## src/rtl/seq_rx_pkg.sv

```systemverilog
`default_nettype none
// ============================================================================
// Module : seq_rx_pkg
// Brief  : Symbol constants, successor function and state codes for seq_rx.
// Rev    : 1.0
// ============================================================================
package seq_rx_pkg;

    localparam logic [1:0] SYM_A = 2'b01;
    localparam logic [1:0] SYM_B = 2'b10;
    localparam logic [1:0] SYM_C = 2'b11;
    localparam logic [1:0] SYM_D = 2'b00;

    typedef enum logic [1:0] {
        ST_HUNT = 2'd0,
        ST_ACQ  = 2'd1,
        ST_LOCK = 2'd2,
        ST_SLIP = 2'd3
    } state_e;

    localparam int ENC_BINARY     = 0;
    localparam int ENC_ONEHOT     = 1;
    localparam int ENC_INV_ONEHOT = 2;

    function automatic logic [1:0] next_sym(input logic [1:0] s);
        case (s)
            SYM_A:   return SYM_B;
            SYM_B:   return SYM_C;
            SYM_C:   return SYM_D;
            default: return SYM_A;
        endcase
    endfunction

    // Register code for a state; all encodings fit in 4 bits.
    function automatic logic [3:0] state_code(input int enc, input state_e s);
        logic [3:0] oh;
        case (s)
            ST_HUNT: oh = 4'b0001;
            ST_ACQ:  oh = 4'b0010;
            ST_LOCK: oh = 4'b0100;
            default: oh = 4'b1000;
        endcase
        case (enc)
            ENC_ONEHOT:     return oh;
            ENC_INV_ONEHOT: return ~oh;
            default:        return {2'b00, s};
        endcase
    endfunction

endpackage
`default_nettype wire

```

## src/rtl/seq_rx_monitor_if.sv

```systemverilog
`default_nettype none
// ============================================================================
// Module : seq_rx_monitor_if
// Brief  : Symbol input / monitor status bundle for seq_rx_monitor.
// Rev    : 1.0
// ============================================================================
interface seq_rx_monitor_if #(
    parameter int CNT_W = 8
);
    logic             in_valid;
    logic [1:0]       in_sym;
    logic             clr_cnt;
    logic             locked;
    logic             err;
    logic [1:0]       expected;
    logic [CNT_W-1:0] err_cnt;

    modport master (
        output in_valid, in_sym, clr_cnt,
        input  locked, err, expected, err_cnt
    );

    modport slave (
        input  in_valid, in_sym, clr_cnt,
        output locked, err, expected, err_cnt
    );
endinterface
`default_nettype wire

```

## src/rtl/seq_rx_monitor_sat_counter.sv

```systemverilog
`default_nettype none
// ============================================================================
// Module : sat_counter
// Brief  : Saturating up-counter; clear wins over a coincident increment.
// Rev    : 1.0
// ============================================================================
module sat_counter #(
    parameter int W = 8
) (
    input  logic         clk,
    input  logic         rst,
    input  logic         inc,
    input  logic         clr,
    output logic [W-1:0] cnt
);
    logic [W-1:0] r_cnt;

    always_ff @(posedge clk) begin
        if (rst || clr) begin
            r_cnt <= '0;
        end else if (inc && (r_cnt != {W{1'b1}})) begin
            r_cnt <= r_cnt + W'(1);
        end
    end

    assign cnt = r_cnt;
endmodule
`default_nettype wire

```

## src/rtl/seq_rx_monitor.sv

```systemverilog
`default_nettype none
// ============================================================================
// Module : seq_rx_monitor
// Brief  : Hunts, locks and flywheels on the 01->10->11->00 symbol cycle.
// Rev    : 1.0
// ============================================================================
module seq_rx_monitor
    import seq_rx_pkg::*;
#(
    parameter int LOCK_COUNT = 4,
    parameter int ERR_LIMIT  = 2,
    parameter int CNT_W      = 8,
    parameter int STATE_ENC  = 0
) (
    input  logic             clk,
    input  logic             rst,
    seq_rx_monitor_if.slave  bus
);
    localparam int RUN_W  = $clog2(LOCK_COUNT + 1);
    localparam int MISS_W = $clog2(ERR_LIMIT + 1);

    localparam logic [3:0] c_hunt = state_code(STATE_ENC, ST_HUNT);
    localparam logic [3:0] c_acq  = state_code(STATE_ENC, ST_ACQ);
    localparam logic [3:0] c_lock = state_code(STATE_ENC, ST_LOCK);
    localparam logic [3:0] c_slip = state_code(STATE_ENC, ST_SLIP);

    logic [3:0]        r_state;
    logic [1:0]        r_expected;
    logic [RUN_W-1:0]  r_run;
    logic [MISS_W-1:0] r_miss;
    logic              r_locked;
    logic              r_err;

    state_e            w_state;
    state_e            w_state_nxt;
    logic              w_illegal;
    logic              w_match;
    logic [1:0]        w_exp_nxt;
    logic [RUN_W-1:0]  w_run_nxt;
    logic [MISS_W-1:0] w_miss_nxt;
    logic              w_err_nxt;
    logic [CNT_W-1:0]  w_cnt;

    // Any code outside the four legal ones is treated as illegal and forced to HUNT.
    always_comb begin
        w_state   = ST_HUNT;
        w_illegal = 1'b0;
        if (r_state == c_hunt)      w_state = ST_HUNT;
        else if (r_state == c_acq)  w_state = ST_ACQ;
        else if (r_state == c_lock) w_state = ST_LOCK;
        else if (r_state == c_slip) w_state = ST_SLIP;
        else                        w_illegal = 1'b1;
    end

    assign w_match = (bus.in_sym == r_expected);

    always_comb begin
        w_state_nxt = w_state;
        w_exp_nxt   = r_expected;
        w_run_nxt   = r_run;
        w_miss_nxt  = r_miss;
        w_err_nxt   = 1'b0;
        if (w_illegal) begin
            w_state_nxt = ST_HUNT;
        end else if (bus.in_valid) begin
            case (w_state)
                ST_HUNT: begin
                    w_exp_nxt   = next_sym(bus.in_sym);
                    w_run_nxt   = RUN_W'(1);
                    w_state_nxt = ST_ACQ;
                end
                ST_ACQ: begin
                    w_exp_nxt = next_sym(bus.in_sym);
                    if (w_match) begin
                        w_run_nxt = r_run + RUN_W'(1);
                        if (int'(r_run) + 1 == LOCK_COUNT) w_state_nxt = ST_LOCK;
                    end else begin
                        w_run_nxt = RUN_W'(1);
                    end
                end
                ST_LOCK: begin
                    // Flywheel: once locked, the prediction advances from itself, never from the input.
                    w_exp_nxt = next_sym(r_expected);
                    if (w_match) begin
                        w_miss_nxt = '0;
                    end else begin
                        w_err_nxt   = 1'b1;
                        w_miss_nxt  = MISS_W'(1);
                        w_state_nxt = (ERR_LIMIT == 1) ? ST_HUNT : ST_SLIP;
                    end
                end
                default: begin
                    w_exp_nxt = next_sym(r_expected);
                    if (w_match) begin
                        w_miss_nxt  = '0;
                        w_state_nxt = ST_LOCK;
                    end else begin
                        w_err_nxt  = 1'b1;
                        w_miss_nxt = r_miss + MISS_W'(1);
                        if (int'(r_miss) + 1 == ERR_LIMIT) w_state_nxt = ST_HUNT;
                    end
                end
            endcase
        end
    end

    always_ff @(posedge clk) begin
        if (rst) begin
            r_state    <= c_hunt;
            r_expected <= SYM_A;
            r_run      <= '0;
            r_miss     <= '0;
            r_locked   <= 1'b0;
            r_err      <= 1'b0;
        end else begin
            r_state    <= state_code(STATE_ENC, w_state_nxt);
            r_expected <= w_exp_nxt;
            r_run      <= w_run_nxt;
            r_miss     <= w_miss_nxt;
            r_locked   <= (w_state_nxt == ST_LOCK) || (w_state_nxt == ST_SLIP);
            r_err      <= w_err_nxt;
        end
    end

    sat_counter #(
        .W (CNT_W)
    ) u_err_cnt (
        .clk (clk),
        .rst (rst),
        .inc (w_err_nxt),
        .clr (bus.clr_cnt),
        .cnt (w_cnt)
    );

    assign bus.locked   = r_locked;
    assign bus.err      = r_err;
    assign bus.expected = r_expected;
    assign bus.err_cnt  = w_cnt;
endmodule
`default_nettype wire

```

## src/flat_wrapper.sv

```systemverilog
// flat-port wrapper written by rule: the top's interface ports become plain ports
module seq_rx_monitor_flat import seq_rx_pkg::*;
#(
    parameter int LOCK_COUNT = 4,
    parameter int ERR_LIMIT  = 2,
    parameter int CNT_W      = 8,
    parameter int STATE_ENC  = 0
)
  (clk, rst, bus_in_valid, bus_in_sym, bus_clr_cnt, bus_locked, bus_err, bus_expected, bus_err_cnt);
  seq_rx_monitor_if #(.CNT_W(CNT_W)) bus_i ();
  input  logic clk;
  input  logic rst;
  input wire logic [$bits(bus_i.in_valid)-1:0] bus_in_valid;
  input wire logic [$bits(bus_i.in_sym)-1:0] bus_in_sym;
  input wire logic [$bits(bus_i.clr_cnt)-1:0] bus_clr_cnt;
  output wire logic [$bits(bus_i.locked)-1:0] bus_locked;
  output wire logic [$bits(bus_i.err)-1:0] bus_err;
  output wire logic [$bits(bus_i.expected)-1:0] bus_expected;
  output wire logic [$bits(bus_i.err_cnt)-1:0] bus_err_cnt;
  assign bus_i.in_valid = bus_in_valid;
  assign bus_i.in_sym = bus_in_sym;
  assign bus_i.clr_cnt = bus_clr_cnt;
  assign bus_locked = bus_i.locked;
  assign bus_err = bus_i.err;
  assign bus_expected = bus_i.expected;
  assign bus_err_cnt = bus_i.err_cnt;
  seq_rx_monitor #(.LOCK_COUNT(LOCK_COUNT), .ERR_LIMIT(ERR_LIMIT), .CNT_W(CNT_W), .STATE_ENC(STATE_ENC)) u_core (.clk(clk), .rst(rst), .bus(bus_i));
endmodule
```

## config.mk

```make
export PLATFORM = sky130hd
export DESIGN_NAME = seq_rx_monitor_flat
export DESIGN_NICKNAME = d
export VERILOG_FILES = /design/src/rtl/seq_rx_pkg.sv /design/src/rtl/seq_rx_monitor_if.sv /design/src/rtl/seq_rx_monitor_sat_counter.sv /design/src/rtl/seq_rx_monitor.sv /design/src/flat_wrapper.sv
export SDC_FILE = /design/constraint.sdc
export NUM_CORES = 1
export LEC_CHECK = 0
export BUFFER_PORTS_ARGS = -buffer_cell sky130_fd_sc_hd__buf_2
export CORE_ASPECT_RATIO = 0.75
export CORE_UTILIZATION = 60
export CTS_BUF_LIST = sky130_fd_sc_hd__clkbuf_8
export CTS_CLUSTER_SIZE = 30
export DETAILED_ROUTE_END_ITERATION = 10
export PLACE_DENSITY = 0.91
export SETUP_SLACK_MARGIN = 0.5
export SLEW_MARGIN = 15
export SYNTH_ARGS = -nofsm -noshare
export SYNTH_HDL_FRONTEND = slang
export SYNTH_SLANG_ARGS = --single-unit
```

## constraint.sdc

```tcl
create_clock -name clk -period 2.45 [get_ports clk]
set_input_delay 0.3675 -clock clk [delete_from_list [all_inputs] [get_ports clk]]
set_output_delay 0.3675 -clock clk [all_outputs]
set_load 0.01 [all_outputs]
```

Yosys cells after proc, flatten, opt, wreduce, memory -nomap -nowiden
Cells that the tools add are included.
- register bits: 21
- word-level logic and storage cells: 70
- add/subtract/negate cells: 5
- equality and inequality tests: 17
- mux-type cells: 28
- bitwise logic cells: 2
- reductions and logical operators: 10
- operators with widths (operator ; count):
    32-bit by 3-bit == test with 1-bit output (second input constant) ; 1
    32-bit by 4-bit == test with 1-bit output (second input constant) ; 1
    2-bit two-way mux ; 13
    2-bit case mux with 3 select lines ; 3
    2-bit == test (second input constant) ; 7
    1-bit two-way mux ; 9
    8-bit by 1-bit adder with 8-bit output (second input constant) ; 1
    4-bit by 2-bit == test with 1-bit output (second input constant) ; 2
    8-bit != test (second input constant) ; 1
    2-bit by 1-bit == test with 1-bit output (second input constant) ; 3
    3-bit case mux with 2 select lines ; 1
    3-bit AND reduction ; 2
    3-bit by 1-bit adder with 4-bit output (second input constant) ; 1
    4-bit by 1-bit == test with 1-bit output (second input constant) ; 1
    4-bit zero test ; 1
    2-bit case mux with 2 select lines ; 1
    2-bit by 1-bit adder with 3-bit output (second input constant) ; 1
    3-bit by 1-bit adder with 3-bit output (second input constant) ; 1
    3-bit two-way mux ; 1
    2-bit by 1-bit adder with 2-bit output (second input constant) ; 1
    2-bit == test ; 1
    2-bit zero test ; 1
    1-bit logical OR ; 2
    1-bit NOT ; 2
    4 further kinds ; 4

Depth between registers and ports, before layout
Gate-level depths: netlist of the first run.
- word-level depth: 12
- gate-level depth with buffers: 6
- gate-level depth less buffers: 5

Modules after synthesis
A second synthesis of the first run with hierarchy kept.
- cells, all modules: 119
- area, all modules: 1041.0 sq um
- by module, submodules not included (module ; instances ; cells an instance ; area an instance (sq um) ; seq. area each (sq um)):
    seq_rx_monitor ; 1 ; 71 ; 619.3 ; 220.2
    sat_counter ; 1 ; 48 ; 421.7 ; 160.2

Worst setup path after synthesis of the first run
Ideal clock, no wire load.
- path type: flip-flop to flip-flop
- start: reg u_core.r_state[1]
- end: reg u_core.u_err_cnt.r_cnt[3] (netlist: u_core.u_err_cnt.cnt[3])
- setup time: 0.135 ns
- arrival: 1.323 ns
- data required time: 2.315 ns
- path slack: 0.992 ns
- cell stages (with the launch flop): 6
- buffers on the path: 1
- path through: dfxtp_1 buf_2 nand2_1 o21bai_2 o311ai_0 o41ai_1
- cells in the longest elaborated chain, start to end: 11
- elaborated cells on any way between the ends: 19
- ends and longest elaborated chain (what ; line ; text):
    start, declared ; seq_rx_monitor.sv:27 ; logic [3:0] r_state;
    start signal, assigned ; seq_rx_monitor.sv:109 ; r_state <= c_hunt;
    start signal, assigned ; seq_rx_monitor.sv:116 ; r_state <= state_code(STATE_ENC, w_state_nxt);
    4-bit by 2-bit == test with 1-bit output ; seq_rx_monitor.sv:51 ; else if (r_state == c_slip) w_state = ST_SLIP;
    2-bit two-way mux ; seq_rx_monitor.sv:51 ;
    2-bit two-way mux ; seq_rx_monitor.sv:50 ; else if (r_state == c_lock) w_state = ST_LOCK;
    2-bit two-way mux ; seq_rx_monitor.sv:49 ; else if (r_state == c_acq) w_state = ST_ACQ;
    2-bit two-way mux ; seq_rx_monitor.sv:48 ; if (r_state == c_hunt) w_state = ST_HUNT;
    2-bit by 1-bit == test with 1-bit output or 2-bit zero test (tied branches) ; seq_rx_monitor.sv:66 ; case (w_state)
    2-bit OR reduction (no source line) ; - ;
    1-bit two-way mux ; - ;
    1-bit two-way mux ; seq_rx_monitor.sv:65 ; end else if (bus.in_valid) begin
    1-bit two-way mux * ; seq_rx_monitor.sv:63 ; if (w_illegal) begin
    1-bit logical AND * ; seq_rx_monitor_sat_counter.sv:21 ; end else if (inc && (r_cnt != {W{1'b1}})) begin
    end signal, assigned ; seq_rx_monitor_sat_counter.sv:22 ; r_cnt <= r_cnt + W'(1);
    end, declared ; seq_rx_monitor_sat_counter.sv:16 ; logic [W-1:0] r_cnt;
Every way passes the cells marked *; elsewhere a longest branch is shown, timed or not.
A chain may end at the register's enable or synchronous reset.

Worst setup path in the final report of the first run
Same ends and word-level chain as after synthesis.

==> summary.md, run 1 <==
| Metric | Value |
|---|---|
| Status | complete, no violations |
| Die Width | 50.07 um |
| Reg2Reg Launch Point | u_core.r_state[1] |
| # fillers | 111 |
| Vias in the first global route | 868 |
| TNS Setup | 0 ns |
| Max_cap viols | 0 |
| Register area | 360.3 um2 |
| R2r endpoint | u_core.u_err_cnt.cnt[3] |
| Share of layout cells above drive strength 1 | 19.57% |
| Most common cell in the netlist | dfxtp_1 |
| Slew Limit Headroom | 58.50% |
| Global route overflow | 0 |
| Clock transition at the registers of the reported paths | 0.06 ns |
| Endpoints failing setup | 0 |
| Critical path startpoint | u_core.r_state[1] |
| Util after Layout | 76.21% |
| Std-Cell Rows | 12 |
| Post-Synthesis Cell Area | 1040 um2 |
| Worst hold path type | input pin to register |
| GRT Util Overall | 29.86% |
| RSZ-0062 raised after global routing | no |
| Top FF cell, synth | dfxtp_1 |
| Num CTS Buffers | 3 |
| Seq/Total Area, Yosys | 34.66% |
| Area Growth Syn to Fin | 13.36% |
| Post-CTS setup buffers | 0 |
| Tightest Pin Transition | 0.6168 ns |
| Dpl hpwl | 1.736 mm |
| Port Buffers | 17 |
| Die height | 38.05 um |
| DRC viols | 0 |
| Syn_nets | 137 |
| DRT antenna net count | 0 |
| Critical Path RT | 2.57 ns |
| Final Critical Period | 1.673 ns |
| I/O pins | 18 |
| Gp weighted congestion | 0.7910 |
| First-pass GRT wire length | 4.022 mm |
| Post-Syn Instances | 123 |
| Core box area | 1546 um2 |
| Final hold vios | 0 |
| CTS tree | yes |
| CP Launch Type | register |
| Nature of the critical path endpoint | register |
| Syn_area_per_cell | 8.453 um2 |
| Post-synth cell types | 37 |
| Worst setup path end | u_core.u_err_cnt.cnt[3] |
| Number of synthesized register bits | 18 |
| Cell taking the most area after synthesis | dfxtp_1 |
| # hold bufs at CTS | 0 |
| First-pass DRT Iterations | 4 |
| Area contributors post-synth | dfxtp_1, ha_1, nor2_1 |
| H-tree levels | 1 |
| Total die area | 1905 um2 |
| Kind of critical path | register to register |
| Critical path fanouts, max | 9 |
| Initial antenna violation count | 0 |
| FMAX | 597.7 MHz |
| Detailed Route WL | 2.496 mm |
| Antenna Cells | 0 |
| PwrDens | 516.6 nW/um2 |
| R2R setup slack | 0.78 ns |
| Synth cell count leaders | dfxtp_1, nor2_1, nand2_1 |
| Synth top area share | 34.66% |
| Skew-Pair Late Insertion Delay | 0.26 ns |
| Multi-input gate area | 625.6 um2 |
| Final Skew | 0.001796 ns |
| Period Utilization, post-route | 68.29% |
| Wire per inst | 15.70 um |
| EDFF count, synth | 0 |
| Static Leak | 0.0005137 uW |
| Largest net degree at the start of global routing | 15 |
| Max Buffers Root-to-Sink | 2 |
| Starting Density | 67.23% |
| Hold Path Depth | 3 |
| Post-cts sizing count | 0 |
| Slew Limit Fails | 0 |
| Asr flop ratio synth | 0% |
| Worst-case reg-to-reg path depth | 4 |
| Initial drt markers | 68 |
| Clock sinks | 18 |
| # nets final | 153 |
| Worst vdd ir | 0.4782 mV |
| Vias | 1003 |
| Root Driver | clkbuf_8 |
| Yosys warnings | 0 |
| Critical path arrival | 1.80 ns |
| Vias/cell | 6.308 |
cells in the final DEF (no fill, tap or decap):
cell type  Yosys  layout
ha_1           8       8
a211oi_1       3       3
o21bai_2       1       1
inv_1          7       7
o41ai_1        3       3
a211o_1        2       2
or2_2          1       1
nor3_1         3       3
xor2_2         2       2
a41oi_1        1       1
nand3_1        7       7
nand4b_1       1       1
o31a_2         1       1
or3_1          3       3
o211a_1        1       1
nor2b_1        3       3
dfxtp_1       18      18
mux2i_1        2       2
a21o_1         1       1
nand2_1        9       9
nor2_1        14      14
clkbuf_8       0       4
a41o_1         1       1
and4b_1        1       1
a21oi_1        8       8
nor4_1         2       2
a22oi_1        1       1
o21ai_0        2       2
o311ai_0       1       1
o21ba_2        1       1
nand2b_1       1       1
a31oi_1        3       3
and3_1         1       1
nand4_1        2       2
buf_2          4      17
and4_1         2       2
metal layers:
metal / global-route usage, % / share of wire [%]
met2: 46.00 / 44
met1: 38.05 / 45
met4: 15.71 / 2.5
met5: 0 / 0
met3: 8.730 / 8.5
worst max-delay path, cell delays in order (launching register included):
cell and delay, ns:
dfxtp_1 0.49, nand2_1 0.21, o21bai_2 0.32, o311ai_0 0.38, o41ai_1 0.15
cell type report:
cell class | count | share of cell area, %
clock buffer | 4 | 4.671
inverter | 7 | 2.229
multi-input combinational | 92 | 53.08
sequential | 18 | 30.57
tap | 21 | 2.229
timing repair buffer | 17 | 7.219
through the flow:
stage                     instance area (um2)  setup WS, ns  cells  hold slack, ns  total power [uW]
after floorplan                          1040        0.9916    123          0.4542             350.4
after global placement                   1124        0.9077    155          0.4655             365.2
after detailed placement                 1124        0.8370    155          0.4731             369.7
after CTS                                1179        0.8313    159          0.4172             611.0
after global routing                     1179        0.6128    159          0.4419             629.0
final                                    1179        0.7769    159          0.4174             608.9
worst min path at each step:
stage / from / to / slack, ns
finish: bus_clr_cnt / u_core.u_err_cnt.cnt[4] / 0.42
global route: bus_clr_cnt / u_core.u_err_cnt.cnt[4] / 0.44
CTS: bus_clr_cnt / u_core.u_err_cnt.cnt[4] / 0.42
detailed placement: u_core.u_err_cnt.cnt[5] / u_core.u_err_cnt.cnt[5] / 0.47
global placement: u_core.u_err_cnt.cnt[5] / u_core.u_err_cnt.cnt[5] / 0.47
floorplan: u_core.r_miss[0] / u_core.r_miss[0] / 0.45
flip-flops by register name, indices dropped and copies added, names as in the netlist:
name,flops
u_core.bus.err,1
u_core.bus.expected,2
u_core.r_miss,2
u_core.r_run,3
u_core.r_state,2
u_core.u_err_cnt.cnt,8
where the power goes:
part | internal (uW) | leakage [uW] | switching (uW)
clock | 143 | 0.0000288 | 100
combinational | 21.6 | 0.000339 | 37.6
sequential | 298 | 0.000146 | 8.44
cells by family (layout without fill, tap and decap cells):
| logic type | after synthesis | count (layout) | synth area share, % |
|---|---|---|---|
| and+or+nand+nor | 50 | 50 | 24.43 |
| AOI/OAI and AO/OA | 30 | 30 | 21.06 |
| DFF | 18 | 18 | 34.66 |
| buffers and inverters | 13 | 28 | 5.174 |
| adders and majority gates | 8 | 8 | 9.627 |
| xor gates and xnor gates | 2 | 2 | 3.129 |
| muxes | 2 | 2 | 1.925 |
No activity file was read; power rests on OpenSTA's default activity.
==> run 2, diff against run 1 <==
- CORE_UTILIZATION: 60 -> 57
- PLACE_DENSITY: 0.91 -> 0.87
- clock period: 2.45 -> 1.55 ns (I/O delays scaled with it)
==> summary.md, run 2 <==
| Metric | Value |
|---|---|
| Area contributors post-synth | dfxtp_1, ha_1, nor2_1 |
| Synth top area share | 34.66% (unchanged) |
| Die Width | 51.32 um (+2.5%) |
| Most common cell in the netlist | dfxtp_1 |
| Stop err | [ERROR DPL-0038] Utilization greater than 100%, impossible to legalize |
| Port Buffers | 17 (unchanged) |
| # hold bufs at CTS | 0 (unchanged) |
| Std-Cell Rows | 12 (unchanged) |
| Status | did not finish |
| Last stage | clock tree synthesis |
| H-tree levels | 1 (unchanged) |
| Post-CTS setup buffers | 21 (+21) |
| Syn_nets | 137 (unchanged) |
| Clock sinks | 18 (unchanged) |
| Seq/Total Area, Yosys | 34.66% (unchanged) |
| Dpl hpwl | 1.760 mm (+1.4%) |
| Root Driver | clkbuf_8 |
| Post-Syn Instances | 123 (unchanged) |
| Die height | 38.99 um (+2.5%) |
| Yosys warnings | 0 (unchanged) |
| Gp weighted congestion | 0.8196 (+3.6%) |
| Post-synth cell types | 37 (unchanged) |
| Syn_area_per_cell | 8.453 um2 (unchanged) |
| Asr flop ratio synth | 0% (unchanged) |
| I/O pins | 18 (unchanged) |
| Post-Synthesis Cell Area | 1040 um2 (unchanged) |
| Cell taking the most area after synthesis | dfxtp_1 |
| Synth cell count leaders | dfxtp_1, nor2_1, nand2_1 |
| Post-cts sizing count | 32 (+32) |
| Starting Density | 65.33% (-1.9 points) |
| Num CTS Buffers | 3 (unchanged) |
| Number of synthesized register bits | 18 (unchanged) |
| Max Buffers Root-to-Sink | 2 (unchanged) |
| EDFF count, synth | 0 (unchanged) |
| Top FF cell, synth | dfxtp_1 |
-- run 2: cell counts after synthesis --
Identical to the previous run, type by type.
-- run 2: logic make-up after synthesis --
group,synth area share [%]
xor+xnor,3.129
compound gates,21.06
buf+inv,5.174
flops,34.66
fa+ha+maj,9.627
mux,1.925
simple gates,24.43
-- run 2: stage by stage --
step	area (um2)	setup slack (ns)	hold slack (ns)	std cells
2_1_floorplan	1186	0.2329	0.3959	123
3_3_place_gp	1251	0.2070	0.4534	155
3_5_place_dp	1251	0.1173	0.4681	155
==> run 3, diff against run 2 <==
- CORE_AREA: not set -> 2 2 63 65
- CORE_ASPECT_RATIO: 0.75 -> not set
- CORE_UTILIZATION: 57 -> not set
- CTS_BUF_LIST: sky130_fd_sc_hd__clkbuf_8 -> not set
- CTS_CLUSTER_SIZE: 30 -> not set
- DIE_AREA: not set -> 0 0 65 67
- PLACE_DENSITY: 0.87 -> not set
- PLACE_DENSITY_LB_ADDON: not set -> 0.15
- SETUP_SLACK_MARGIN: 0.5 -> not set
==> summary.md, run 3 (same netlist as run 1, synthesis figures left out) <==
| Metric | Value |
|---|---|
| Reg2Reg Launch Point | u_core.bus.expected[1] |
| Die height | 67 um (+72%) |
| Root Driver | clkbuf_8 |
| DRC viols | 0 |
| I/O pins | 18 (unchanged) |
| Critical path startpoint | u_core.bus.expected[1] |
| Core box area | 3606 um2 |
| Largest net degree at the start of global routing | 15 |
| Slew Limit Headroom | 76.87% |
| Kind of critical path | register to register |
| Clock transition at the registers of the reported paths | 0.08 ns |
| Max_cap viols | 0 |
| Post-CTS setup buffers | 0 (-100%) |
| Clock sinks | 18 (unchanged) |
| # fillers | 397 |
| Starting Density | 28.83% (-36 points) |
| GRT Util Overall | 12.44% |
| TNS Setup | 0 ns |
| Routed wire length on met2 | 1.129 mm |
| Met1 Wirelength | 1.205 mm |
| Period Utilization, post-route | 91.82% |
| DR top layer | met4 |
| Area Growth Syn to Fin | 24.67% |
| Port Buffers | 17 (unchanged) |
| # nets final | 164 |
| Setup WS post-layout | 0.1268 ns |
| Dpl hpwl | 1.941 mm (+10%) |
| Num CTS Buffers | 3 (unchanged) |
| CP Launch Type | register |
| Commonest non-fill, non-tap cells in the layout | buf_2, dfxtp_1, nor2_1 |
| First-pass DRT Iterations | 4 |
| Nature of the critical path endpoint | register |
| Tightest Pin Transition | 0.3424 ns |
| FMAX | 702.6 MHz |
| HP Start | bus_clr_cnt |
| Wire per inst | 12.52 um |
| Worst hold path type | input pin to register |
| First-pass GRT wire length | 4.236 mm |
| Antenna Cells | 0 |
| Final hold vios | 0 |
| Critical path arrival | 1.55 ns |
| Critical path fanouts, max | 7 |
| H-tree levels | 1 (unchanged) |
| # hold bufs at CTS | 0 (unchanged) |
| Die Width | 65 um (+27%) |
| Vias | 974 |
| Status | complete, no violations |
| Vias in the first global route | 973 |
| Skew-Pair Late Insertion Delay | 0.25 ns |
| Static Leak | 0.0005706 uW |
| Std-Cell Rows | 22 (+10) |
| Util after Layout | 35.95% |
| Endpoints failing setup | 0 |
| CTS tree | yes |
| PwrDens | 753.6 nW/um2 |
| Initial drt markers | 23 |
| Worst vdd ir | 0.4597 mV |
| Met3 Wirelength | 83 um |
| Max Buffers Root-to-Sink | 2 (unchanged) |
| RSZ-0062 raised after global routing | no |
| Initial antenna violation count | 0 |
| Detailed Route WL | 2.467 mm |
| Share of layout cells above drive strength 1 | 26.17% |
| Gp weighted congestion | 0.8090 (-1.3%) |
| Global route overflow | 0 |
| Pre-CTS setup slack | 0.08356 ns (-0.03372 ns) |
| Final Critical Period | 1.423 ns |
| Max FFs per register | 8 |
| Vias/cell | 4.944 |
| Critical Path RT | 1.68 ns |
| Total die area | 4355 um2 |
| Slew Limit Fails | 0 |
| DRT antenna net count | 0 |
| Final Skew | 0.001236 ns |
[run 3: layout make-up]
cell class / count / area, um2 / share of cell area, %
clock buffer: 4 / 55.05 / 4.247
inverter: 7 / 26.28 / 2.027
multi-input combinational: 92 / 625.6 / 48.26
sequential: 18 / 361.6 / 27.90
tap: 48 / 60.06 / 4.633
timing repair buffer: 28 / 167.7 / 12.93
[run 3: through the flow]
stage / hold slack [ns] / area, um2 / cells / power, uW
after global placement: 0.4662 / 1240 / 193 / 585.4
after CTS: 0.2742 / 1295 / 197 / 988.4
after floorplan: 0.4061 / 1040 / 123 / 553.9
after detailed placement: 0.4730 / 1240 / 193 / 588.9
after global routing: 0.2846 / 1296 / 197 / 1025
final: 0.2764 / 1296 / 197 / 976.8
[run 3: metal layers]
| layer | vias up | GRT usage [%] |
|---|---|---|
| li1 | 503 | - |
| met5 | - | 0 |
| met4 | 0 | 5.851 |
| met3 | 5 | 1.351 |
| met2 | 17 | 21.26 |
| met1 | 449 | 15.60 |
[run 3: critical path, stage by stage (launching register included)]
cell,delay [ns]
dfxtp_2,0.38
xor2_2,0.26
o21bai_2,0.17
o311ai_0,0.36
o41ai_1,0.12
[run 3: what timing repair did]
action                                  CTS  global route
hold endpoints to repair                  0             0
gates resized for setup                   0             1
endpoints found under the setup margin    0             5
[run 3: power breakdown]
part	switching, uW	internal, uW
Sequential	9.40	471
Clock	174	226
Combinational	60.3	36.4
[run 3: final timing paths]
path | end | slack [ns] | cells after the start
setup / recovery | u_core.u_err_cnt.cnt[3] | 0.13 | 4
hold / removal | u_core.u_err_cnt.cnt[3] | 0.28 | 3
setup reg to reg | u_core.u_err_cnt.cnt[3] | 0.13 | 4
hold reg to reg | u_core.r_miss[0] | 0.49 | 2
==> run 4, diff against run 3 <==
- MAX_ROUTING_LAYER: not set -> met4
==> summary.md, run 4 (same netlist as run 1, synthesis figures left out) <==
| Metric | Value |
|---|---|
| Static Leak | 0.0005706 uW (unchanged) |
| CTS tree | yes |
| CP bufs+invs | 0 (unchanged) |
| R2R setup slack | 0.13 ns (about the same) |
| Max Buffers Root-to-Sink | 2 (unchanged) |
| Detailed Route WL | 2.465 mm (about the same) |
| Post-CTS setup buffers | 0 (unchanged) |
| Initial drt markers | 23 (unchanged) |
| Dpl hpwl | 1.941 mm (unchanged) |
| Status | complete, no violations |
| Vias/cell | 4.954 (+0.21%) |
| Crit-path max cell delay | 0.38 ns (about the same) |
| Hold path endpoint | u_core.u_err_cnt.cnt[3] |
| Share of layout cells above drive strength 1 | 26.17% (unchanged) |
| Period Utilization, post-route | 91.82% (about the same) |
| Commonest non-fill, non-tap cells in the layout | buf_2, dfxtp_1, nor2_1 |
| Nature of the critical path endpoint | register |
| Worst vdd ir | 0.4596 mV (about the same) |
| Antenna Cells | 0 (unchanged) |
| First-pass DRT Iterations | 4 (unchanged) |
| Std-Cell Rows | 22 (unchanged) |
| Worst-path cell chain | xor2_2 -> o21bai_2 -> o311ai_0 -> o41ai_1 |
| Initial antenna violation count | 0 (unchanged) |
| Max_cap viols | 0 (unchanged) |
| Critical Path RT | 1.68 ns (about the same) |
| Port Buffers | 17 (unchanged) |
| Vias in the first global route | 974 (+0.10%) |
| Worst-case reg-to-reg path depth | 4 (unchanged) |
| DRT antenna net count | 0 (unchanged) |
| Max FFs per register | 8 (unchanged) |
| Kind of critical path | register to register |
| Global route overflow | 0 (unchanged) |
| Worst hold path type | input pin to register |
| DRC viols | 0 (unchanged) |
| Skew-Pair Late Insertion Delay | 0.25 ns (about the same) |
| Critical path fanouts, max | 7 (unchanged) |
| Slew Limit Fails | 0 (unchanged) |
| First-pass GRT wire length | 4.229 mm (-0.17%) |
| Power, Total | 976.7 uW (about the same) |
| RSZ-0062 raised after global routing | no |
| Die Width | 65 um (unchanged) |
| Area Growth Syn to Fin | 24.67% (unchanged) |
| Vias | 976 (+0.21%) |
| Num CTS Buffers | 3 (unchanged) |
| Total die area | 4355 um2 (unchanged) |
| Starting Density | 28.83% (unchanged) |
| # nets final | 164 (unchanged) |
| R2r endpoint | u_core.u_err_cnt.cnt[3] |
| Reg2Reg Launch Point | u_core.bus.expected[1] |
| FMAX | 702.6 MHz (about the same) |
| TNS Setup | 0 ns (unchanged) |
| Core box area | 3606 um2 (unchanged) |
| GRT Util Overall | 12.77% (+0.33 points) |
| Largest net degree at the start of global routing | 15 (unchanged) |
| Clock sinks | 18 (unchanged) |
| HP Start | bus_clr_cnt |
| Worst path slowest cell | dfxtp_2 |
| Final Critical Period | 1.423 ns (+0.00005900 ns) |
| Kind of cell adding the most delay to the critical path | compound AO/OA/AOI/OAI gates |
| Endpoints failing setup | 0 (unchanged) |
| Critical path arrival | 1.55 ns (about the same) |
| Slew Limit Headroom | 76.87% (unchanged) |
| CP Launch Type | register |
| Wire per inst | 12.51 um (about the same) |
| Gp weighted congestion | 0.8209 (+1.5%) |
| Final hold vios | 0 (unchanged) |
| PwrDens | 753.5 nW/um2 (about the same) |
| Tightest Pin Transition | 0.3424 ns (unchanged) |
| Hold Path Depth | 3 (unchanged) |
| Die height | 67 um (unchanged) |
| Min Hold Slack | 0.2761 ns (-0.0003190 ns) |
| I/O pins | 18 (unchanged) |
| Root Driver | clkbuf_8 |
| Final Skew | 0.001236 ns (+0.00000008000 ns) |
| Clock transition at the registers of the reported paths | 0.08 ns (about the same) |
| H-tree levels | 1 (unchanged) |
## run 4: cell counts in the layout (fill, tap and decap cells not counted)
No cell type changed its count.
## run 4: worst max path at each step
stage | slack, ns | from | depth (start not counted) | to
6_report | 0.13 | u_core.bus.expected[1] | 4 | u_core.u_err_cnt.cnt[3]
5_1_grt | 0.04 | u_core.r_state[1] | 4 | u_core.u_err_cnt.cnt[3]
4_1_cts | 0.06 | u_core.bus.expected[1] | 4 | u_core.u_err_cnt.cnt[3]
3_5_place_dp | 0.08 | u_core.bus.expected[1] | 4 | u_core.u_err_cnt.cnt[3]
3_3_place_gp | 0.15 | u_core.bus.expected[1] | 4 | u_core.u_err_cnt.cnt[5]
2_1_floorplan | 0.09 | u_core.r_state[1] | 5 | u_core.u_err_cnt.cnt[3]
## run 4: report_power, final
| group | leakage [uW] | switching (uW) | internal [uW] |
|---|---|---|---|
| sequential | 0.000146 | 9.38 | 471 |
| combinational | 0.000395 | 60.2 | 36.4 |
| clock | 0.0000288 | 174 | 226 |
| total | 0.000571 | 244 | 733 |
## run 4: through the flow
step	setup WS (ns)	cell area (um2)	instances	utilization [%]
2_1_floorplan	0.09162	1040	123	-
3_3_place_gp	0.1495	1240	193	34.39
3_5_place_dp	0.08356	1240	193	34.39
4_1_cts	0.05800	1295	197	35.91
5_1_grt	0.04464	1296	197	35.95
6_report	0.1267	1296	197	35.95
## run 4: tightest hold or removal path: cells and delay by family
family,cells,cell delay (ns)
compound gates,1,0.05
buf+inv,1,0.10
simple gates,1,0.10
## run 4: layout make-up
type / count / area, um2
tap: 48 / 60.06
timing repair buffer: 28 / 167.7
multi-input combinational: 92 / 625.6
fill: 397 / 2310
sequential: 18 / 361.6
clock buffer: 4 / 55.05
inverter: 7 / 26.28
## run 4: repair_timing
| action | 4_1_cts | 5_1_grt |
|---|---|---|
| resized for setup | 0 | 1 |
| hold buffers | 0 | 0 |
| endpoints found under the setup margin | 0 | 5 |
## run 4: layer usage
metal,wire length [um],vias up,global-route usage [%],part of all wire [%]
met5,0,-,-,0
met4,47,0,5.851,1.9
met3,75,5,1.182,3.0
met2,1131,17,21.26,46
met1,1211,451,15.70,49
li1,-,503,-,-
